<file path="config.mk">
export PLATFORM = sky130hd
export DESIGN_NAME = prbs_test_ctrl
export DESIGN_NICKNAME = d
export VERILOG_FILES = /design/src/rtl/prbs_pkg.sv /design/src/rtl/prbs_pat_regs.sv /design/src/rtl/prbs_test_ctrl.sv
export SDC_FILE = /design/constraint.sdc
export NUM_CORES = 1
export LEC_CHECK = 0
export BUFFER_PORTS_ARGS = -buffer_cell sky130_fd_sc_hd__buf_2
export CAP_MARGIN = 20
export CORE_AREA = 2 2 113 115
export DETAILED_ROUTE_END_ITERATION = 10
export DIE_AREA = 0 0 115 117
export PLACE_DENSITY = 0.7
export SYNTH_ARGS = -nofsm -noshare
export SYNTH_HDL_FRONTEND = slang
export SYNTH_HIERARCHICAL = 1
export SYNTH_SLANG_ARGS = --single-unit
</file>
<file path="constraint.sdc">
create_clock -name clk -period 3.02 [get_ports clk]
set_input_delay 0.151 -clock clk [delete_from_list [all_inputs] [get_ports clk]]
set_output_delay 0.151 -clock clk [all_outputs]
set_load 0.005 [all_outputs]
</file>
<file path="src/rtl/prbs_pkg.sv">
// Shared types and constants for the PRBS test controller.
// Optional CHECK timeout is enabled by defining PRBS_CTRL_TIMEOUT_EN.
package prbs_pkg;

  typedef enum logic [2:0] {
    ST_IDLE,
    ST_CLEAR,
    ST_FEED,
    ST_PRBS_RUN,
    ST_CHECK,
    ST_DONE
  } state_t;

  localparam int unsigned BYTE_IDX_W      = 2;
  localparam int unsigned PAT_DEPTH       = 4;
  localparam int unsigned DEF_DET_LAT     = 2;
  localparam int unsigned DEF_TIMEOUT_CYC = 64;

endpackage

</file>
<file path="src/rtl/prbs_pat_regs.sv">
// 4x8 pattern register file: one synchronous write port, one async read index.
module prbs_pat_regs
  import prbs_pkg::*;
(
  input  logic                  clk,
  input  logic                  rst,
  input  logic                  wr_en,
  input  logic [BYTE_IDX_W-1:0] wr_addr,
  input  logic [7:0]            wr_data,
  input  logic [BYTE_IDX_W-1:0] rd_idx,
  output logic [7:0]            rd_data
);

  logic [7:0] mem [PAT_DEPTH];

  // Pattern bytes: cleared on reset, written one byte per strobe.
  always_ff @(posedge clk) begin
    if (rst) begin
      for (int unsigned i = 0; i < PAT_DEPTH; i++) begin
        mem[i] <= '0;
      end
    end else if (wr_en) begin
      mem[wr_addr] <= wr_data;
    end
  end

  assign rd_data = mem[rd_idx];

endmodule

</file>
<file path="src/rtl/prbs_test_ctrl.sv">
// PRBS test sequencer: clears the datapath, feeds the 4-byte pattern N times,
// runs the PRBS generator prbs_len cycles, then evaluates the detector flag.
// Define PRBS_CTRL_TIMEOUT_EN to wait for det_flag up to TIMEOUT_CYC cycles
// instead of sampling it after a fixed DET_LAT cycles.
module prbs_test_ctrl
  import prbs_pkg::*;
#(
  parameter int unsigned DET_LAT     = DEF_DET_LAT,
  parameter int unsigned TIMEOUT_CYC = DEF_TIMEOUT_CYC
) (
  input  logic        clk,
  input  logic        rst,
  input  logic        cfg_wr,
  input  logic [1:0]  cfg_addr,
  input  logic [7:0]  cfg_data,
  input  logic [7:0]  N,
  input  logic [15:0] prbs_len,
  input  logic        start,
  input  logic        abort,
  input  logic        det_flag,
  output logic        dp_rst,
  output logic [7:0]  dp_seq,
  output logic        dp_seq_vld,
  output logic        dp_prbs_en,
  output logic        busy,
  output logic        done,
  output logic        pass,
  output logic        err_timeout
);

  localparam int unsigned CHK_MAX = (TIMEOUT_CYC > DET_LAT) ? TIMEOUT_CYC : DET_LAT;
  localparam int unsigned CHK_W   = $clog2(CHK_MAX + 1);

  state_t                state;
  logic [7:0]            n_lat;
  logic [15:0]           len_lat;
  logic [BYTE_IDX_W-1:0] byte_idx;
  logic [7:0]            rep_cnt;
  logic [15:0]           prbs_cnt;
  logic [CHK_W-1:0]      chk_cnt;
  logic [BYTE_IDX_W-1:0] rd_idx;
  logic [7:0]            pat_byte;

  prbs_pat_regs u_pat_regs (
    .clk     (clk),
    .rst     (rst),
    .wr_en   (cfg_wr && (state == ST_IDLE)),
    .wr_addr (cfg_addr),
    .wr_data (cfg_data),
    .rd_idx  (rd_idx),
    .rd_data (pat_byte)
  );

  // dp_seq is registered, so the read index looks one byte ahead of byte_idx.
  always_comb begin
    rd_idx = '0;
    if (state == ST_FEED) begin
      rd_idx = byte_idx + BYTE_IDX_W'(1);
    end
  end

  // Sequencer FSM with registered datapath controls and result flags.
  always_ff @(posedge clk) begin
    if (rst) begin
      state       <= ST_IDLE;
      n_lat       <= '0;
      len_lat     <= '0;
      byte_idx    <= '0;
      rep_cnt     <= '0;
      prbs_cnt    <= '0;
      chk_cnt     <= '0;
      dp_rst      <= 1'b1;
      dp_seq      <= '0;
      dp_seq_vld  <= 1'b0;
      dp_prbs_en  <= 1'b0;
      busy        <= 1'b0;
      done        <= 1'b0;
      pass        <= 1'b0;
      err_timeout <= 1'b0;
    end else if (abort && (state != ST_IDLE)) begin
      state      <= ST_IDLE;
      dp_rst     <= 1'b1;
      dp_seq     <= '0;
      dp_seq_vld <= 1'b0;
      dp_prbs_en <= 1'b0;
      busy       <= 1'b0;
      done       <= 1'b0;
      pass       <= 1'b0;
    end else begin
      dp_rst <= 1'b0;
      done   <= 1'b0;
      case (state)
        ST_IDLE: begin
          if (start) begin
            n_lat       <= N;
            len_lat     <= prbs_len;
            pass        <= 1'b0;
            err_timeout <= 1'b0;
            dp_rst      <= 1'b1;
            busy        <= 1'b1;
            state       <= ST_CLEAR;
          end
        end
        ST_CLEAR: begin
          byte_idx <= '0;
          rep_cnt  <= '0;
          chk_cnt  <= '0;
          if (n_lat != '0) begin
            dp_seq     <= pat_byte;
            dp_seq_vld <= 1'b1;
            state      <= ST_FEED;
          end else if (len_lat != '0) begin
            prbs_cnt   <= len_lat;
            dp_prbs_en <= 1'b1;
            state      <= ST_PRBS_RUN;
          end else begin
            state <= ST_CHECK;
          end
        end
        ST_FEED: begin
          if ((rep_cnt == n_lat - 8'd1) && (byte_idx == 2'd3)) begin
            dp_seq     <= '0;
            dp_seq_vld <= 1'b0;
            if (len_lat != '0) begin
              prbs_cnt   <= len_lat;
              dp_prbs_en <= 1'b1;
              state      <= ST_PRBS_RUN;
            end else begin
              state <= ST_CHECK;
            end
          end else begin
            byte_idx <= byte_idx + BYTE_IDX_W'(1);
            if (byte_idx == 2'd3) begin
              rep_cnt <= rep_cnt + 8'd1;
            end
            dp_seq <= pat_byte;
          end
        end
        ST_PRBS_RUN: begin
          if (prbs_cnt == 16'd1) begin
            dp_prbs_en <= 1'b0;
            state      <= ST_CHECK;
          end else begin
            prbs_cnt <= prbs_cnt - 16'd1;
          end
        end
        ST_CHECK: begin
`ifdef PRBS_CTRL_TIMEOUT_EN
          if (det_flag) begin
            pass  <= (n_lat != '0);
            done  <= 1'b1;
            busy  <= 1'b0;
            state <= ST_DONE;
          end else if (chk_cnt == CHK_W'(TIMEOUT_CYC - 1)) begin
            err_timeout <= 1'b1;
            pass        <= 1'b0;
            done        <= 1'b1;
            busy        <= 1'b0;
            state       <= ST_DONE;
          end else begin
            chk_cnt <= chk_cnt + CHK_W'(1);
          end
`else
          if (chk_cnt == CHK_W'(DET_LAT - 1)) begin
            pass  <= det_flag && (n_lat != '0);
            done  <= 1'b1;
            busy  <= 1'b0;
            state <= ST_DONE;
          end else begin
            chk_cnt <= chk_cnt + CHK_W'(1);
          end
`endif
        end
        ST_DONE: begin
          state <= ST_IDLE;
        end
        default: begin
          state <= ST_IDLE;
        end
      endcase
    end
  end

endmodule

</file>
== Yosys cells after proc, flatten, opt, wreduce, memory -nomap -nowiden ==
Memory sizes are Yosys's and may differ from the RTL's.
Cells that the tools add are included.

* Add/sub/neg operators: 5
* Eq/ne operators: 18
* Mux-type cells: 48
* Bitwise gates (word level): 2
* Reduce and logical (&&, ||, !) cells: 25

{| class="wikitable"
|+ Operators by type and width
! operator !! number
|-
| 16-bit 2-to-1 mux || 4
|-
| 16-bit case mux with 3 select lines || 1
|-
| 8-bit 2-to-1 mux || 5
|-
| 8-bit case mux with 2 select lines || 2
|-
| 1-bit 2-to-1 mux || 19
|-
| 3-bit 2-to-1 mux || 6
|-
| 16-bit by 1-bit equality test with 1-bit output (second input constant) || 1
|-
| 2-bit != test (second input constant) || 8
|-
| 16-bit nonzero test || 1
|-
| 16-bit by 1-bit subtractor with 16-bit output (second input constant) || 1
|-
| 3-bit case mux with 5 select lines || 1
|-
| 3-bit AND reduction || 5
|-
| 7-bit case mux with 2 select lines || 1
|-
| 4-bit AND reduction || 3
|-
| 8-bit by 1-bit adder with 8-bit output (second input constant) || 1
|-
| 8-bit equality test || 1
|-
| 8-bit nonzero test || 1
|-
| 8-bit OR reduction || 1
|-
| 8-bit by 1-bit subtractor with 8-bit output (second input constant) || 1
|-
| 7-bit by 1-bit adder with 7-bit output (second input constant) || 1
|-
| 7-bit by 1-bit equality test with 1-bit output (second input constant) || 1
|-
| 7-bit 2-to-1 mux || 1
|-
| 3-bit by 2-bit equality test with 1-bit output (second input constant) || 2
|-
| 2-bit 2-to-1 mux || 3
|-
| 17 further kinds || 27
|}

* Bits in registers: 74
* Bits in writable memories: 32
* Input port bits: 40
* Output and inout port bits: 15
* Word-level logic and storage cells: 113
* Memories kept: 1

{| class="wikitable"
|+ Memories
! name !! words !! width !! rd ports !! clocked after Yosys merged registers in !! write ports !! line !! RTL
|-
| u_pat_regs.mem || 4 || 8 || 1 || 0 || 4 || prbs_pat_regs.sv:14 || <nowiki>logic [7:0] mem [PAT_DEPTH];</nowiki>
|}

== Logic depth before layout (Yosys ltp) ==
* Depth in word-level cells: 7
* Mapped depth: 11

== Modules after synthesis ==
The synthesis kept the hierarchy.

{| class="wikitable"
|+ Modules (own cells, without submodules)
! module !! times used !! cells an instance !! area an instance (um^2) !! seq. area each (um^2)
|-
| prbs_test_ctrl || 1 || 488 || 3873.7 || 1481.4
|-
| prbs_pat_regs || 1 || 84 || 1475.2 || 960.9
|}

== Least setup slack after synthesis ==
OpenSTA, ideal clock, no wires.

* Kind: register to register
* Start: reg n_lat[0]
* End: reg rep_cnt[2]
* Setup time: 0.138 ns
* Arrival time: 2.602 ns
* Required time: 2.882 ns
* Slack: 0.279 ns
* Stages on the path, launching flop included: 11
* Path buffers: 1
* Clock period less this slack: 2.741 ns
* Cell sequence: dfxtp_1 -> inv_1 -> ha_1 -> or3b_4 -> or4_1 -> a211o_1 -> o311a_1 -> o21ai_4 -> buf_6 -> or3_1 -> a21oi_1

* Word-level cells in the longest chain between the ends: 5

{| class="wikitable"
|+ Ends and longest elaborated chain
! item !! line !! RTL
|-
| start, declared || prbs_test_ctrl.sv:35 || <nowiki>logic [7:0] n_lat;</nowiki>
|-
| start signal, assigned || prbs_test_ctrl.sv:66 || <nowiki>n_lat <= '0;</nowiki>
|-
| start signal, assigned || prbs_test_ctrl.sv:95 || <nowiki>n_lat <= N;</nowiki>
|-
| 8-bit by 1-bit subtractor with 8-bit output || prbs_test_ctrl.sv:121 || <nowiki>if ((rep_cnt == n_lat - 8'd1) && (byte_idx == 2'd3)) begin</nowiki>
|-
| 8-bit equality test || prbs_test_ctrl.sv:121 ||
|-
| 1-bit logical AND || prbs_test_ctrl.sv:121 ||
|-
| 2-bit != test (no source line) || -- ||
|-
| 4-bit AND reduction (no source line) || -- ||
|-
| end signal, assigned || prbs_test_ctrl.sv:134 || <nowiki>rep_cnt <= rep_cnt + 8'd1;</nowiki>
|-
| end, declared || prbs_test_ctrl.sv:38 || <nowiki>logic [7:0] rep_cnt;</nowiki>
|}

No other way between the ends.
A chain may end at the register's enable or synchronous reset.

== Worst setup path after layout ==
* Start: reg n_lat[1]
* End: reg prbs_cnt[9]

* Word-level cells in the longest chain between the ends: 5
* Elaborated cells on any way between the ends: 7
* Those cells by class: 1 x add/sub; 3 x eq/ne; 3 x reduce/logical

{| class="wikitable"
|+ Ends and longest elaborated chain
! item !! line !! RTL
|-
| 8-bit by 1-bit subtractor with 8-bit output || prbs_test_ctrl.sv:121 ||
|-
| 8-bit equality test || prbs_test_ctrl.sv:121 ||
|-
| 1-bit logical AND || prbs_test_ctrl.sv:121 ||
|-
| 2-bit by 1-bit != test with 1-bit output (no source line) || -- ||
|-
| 5-bit AND reduction (no source line) (*) || -- ||
|-
| end signal, assigned || prbs_test_ctrl.sv:113 || <nowiki>prbs_cnt <= len_lat;</nowiki>
|-
| end signal, assigned || prbs_test_ctrl.sv:125 || <nowiki>prbs_cnt <= len_lat;</nowiki>
|-
| end signal, assigned || prbs_test_ctrl.sv:144 || <nowiki>prbs_cnt <= prbs_cnt - 16'd1;</nowiki>
|-
| end, declared || prbs_test_ctrl.sv:39 || <nowiki>logic [15:0] prbs_cnt;</nowiki>
|}

Mark *: on every way between the ends. The rest lies on a longest branch, timed or not.

==> impl_metrics.ini <==
[cts]
clockRootBuffer = clkbuf_16
numCtsBuffers = 9
holdBufCountCts = 0
tritoncts = built
clk_latency_ns = 0.35
clk_path_buf_depth = 2
path_clk_slew_ns = 0.08
cts_sinks = 106
htreeDepth = 3

[place]
placed_area_mm2 = 0.00576
dp_cells = 762
port_buffers = 53
dp_slack_ns = 0.0349
gp_congestion = 0.846
hpwl_um = 8610

[pwr]
total_leakage_power_nw = 2.32
p_sw_share_pct = 37.2
combPwrFrac_pct = 36.0
ir_drop_mv = 0.339
clock_power_share_pct = 25.6
seqPwrFrac_pct = 38.4
power_mw = 4.88
power.net_switching_mw = 1.81
p_per_area_mw_per_mm2 = 793
internal-power_mw = 3.06

[layout]
final_area_mm2 = 0.00615
area_growth_pct = 15.0
layout.nets = 672
stdcell_count = 780
n_antenna_cell = 0
final_common_cell = nand2_1
fillCellCount = 1174
drive_gt1_share_pct = 21.7
final_cell_mix = nand2_1, dfxtp_1, a21oi_1, buf_2, nor2_1
utilization_pct = 49.9

[logic_synthesis]
syn_area_mm2 = 0.00535
async_flop_share_pct = 0
synth_top_area_share_pct = 27.7
avgSynthCellArea_um2 = 9.35
synthCells = 572
synthesis.nets = 619
synth-edff-count = 32
synth.area.top_cells = dfxtp_1, edfxtp_1, nand2_1
synthFlopType = dfxtp_1
ys_seq_elements = 106
yosysSeqAreaShare_pct = 45.7
ys_types = 66
synth_top_cell_by_area = dfxtp_1
synth_warnings = 6

[floorplanning]
die_w_um = 115
dieArea_mm2 = 0.0135
io_pins = 55
rows = 41
start_util_pct = 43.4
design.core.area_mm2 = 0.0123
die_y_um = 117

[worst_hold_path]
hold_path.class = input pin to register

[routing]
drtIter0Drc = 299
antenna_left = 0
drc_errors = 0
dr.pass1.iters = 5
routed_wl_um = 12100
post_drt_wl_per_cell_um = 15.5
vias = 4374
via_per_inst = 5.61

[timing]
timing.final.ws_setup_ns = 0.147
slew_headroom_pct = 46.5
finalCritPeriodShare_pct = 95.1
finalHoldViolCount = 0
finalClockSkew_ns = 0.0101
setup_viol = 0
min_period_ns = 2.87
rsz0062_at_grt = false
drv_slew = 0
max_freq_ghz = 0.348
tightestPinTransition_ns = 0.782
finalSetupTns_ns = 0
worst_hold_slack_ns = 0.0311

[global_routing]
grt_max_degree = 42
grt.total_usage_pct = 19.0
grt_antenna_before_repair = 0
grt_pass1_vias = 4224
grt_pass1_wl_um = 20300
overflow = 0

[setup_path]
cp_max_fo = 5
crit_type = register to register
end_kind = register
critPathRequiredTime_ns = 3.25
cp.arrival_ns = 3.10
startpoint_type = register

[outcome]
status = finished clean

[job]
maxCapViolCount = 0
-- path summary, 6_finish.rpt --
check	start	to	slack, ns	depth (start not counted)
max reg2reg	n_lat[1]	prbs_cnt[9]	0.15	10
min	prbs_len[6]	len_lat[6]	0.03	3
min reg2reg	pass	pass	0.48	2
max	n_lat[1]	prbs_cnt[9]	0.15	10
-- power groups by stage --
stage | clock network [mW] | logic, mW | registers (mW)
floorplan | 0 | 1.31 | 1.82
global placement | 0 | 1.64 | 1.89
detailed placement | 0 | 1.67 | 1.90
CTS | 1.27 | 1.69 | 1.87
global route | 1.32 | 1.97 | 1.90
finish | 1.25 | 1.76 | 1.87
-- worst max-delay path, cell delays in order (launching register included) --
cell             delay [ns]
dfxtp_1                0.34
inv_1                  0.09
ha_4                   0.15
or3b_4                 0.40
or4_1                  0.48
a211o_1                0.36
nor4_4                 0.25
o21ai_2                0.14
clkdlybuf4s15_2        0.29
o21ai_0                0.17
a21oi_1                0.08
-- final cells by class --
cell class	count	area [um^2]	area share [%]
inverter	11	41.3	0.671
multi-input combinational	425	2730	44.4
timing repair buffer	72	428	6.96
clock buffer	9	225	3.66
tap	150	188	3.05
clock inverter	7	92.6	1.51
sequential	106	2440	39.7
-- sequential cells by signal, summed over array words and instances (netlist names), 2 cells and up --
name / count
u_pat_regs/mem: 32
prbs_cnt: 16
dp_seq: 8
chk_cnt: 7
byte_idx: 2
n_lat: 8
len_lat: 16
rep_cnt: 8
state: 3
-- what timing repair did --
action / 4_1_cts / 5_1_grt
resized for setup: 0 / 8
endpoints found under the setup margin: 0 / 34
setup buffers: 0 / 1
-- Yosys cell counts (3+ instances only) --
cell type,n
a211oi_1,5
a211oi_2,4
a21oi_1,53
a21oi_2,9
a22oi_1,4
a31oi_1,3
and2_1,30
and2_2,8
buf_6,3
clkbuf_1,19
dfxtp_1,74
edfxtp_1,32
ha_1,7
inv_1,11
mux2i_1,10
mux4_2,8
nand2_1,83
nand2b_1,5
nand3_1,15
nand4_1,6
nor2_1,40
nor2b_1,5
nor3_1,14
nor4_1,9
o21ai_0,19
o21ai_2,5
o31ai_1,4
o41ai_1,3
or3_1,13
or4_1,3
xnor2_1,11
xor2_1,6
-- layer usage --
metal / track usage, % / vias up / wire length [um]
met4: 6.35 / 0 / 160
met1: 24.8 / 2087 / 5450
met5: 0 / - / 0
met2: 31.8 / 103 / 5950
li1: - / 2173 / -
met3: 3.86 / 11 / 563
-- cell families (layout without fill, tap and decap cells) --
kind of cell	Yosys count	in the layout	share of synthesized area, %
simple gates	244	244	23.4
mux	18	18	5.24
compound gates	138	138	17.3
xor+xnor	17	17	2.78
other cells	1	1	0.0701
flops	106	106	45.7
buf+inv	41	99	3.88
fa+ha+maj	7	7	1.64
Power figures use the tool's default switching activity.
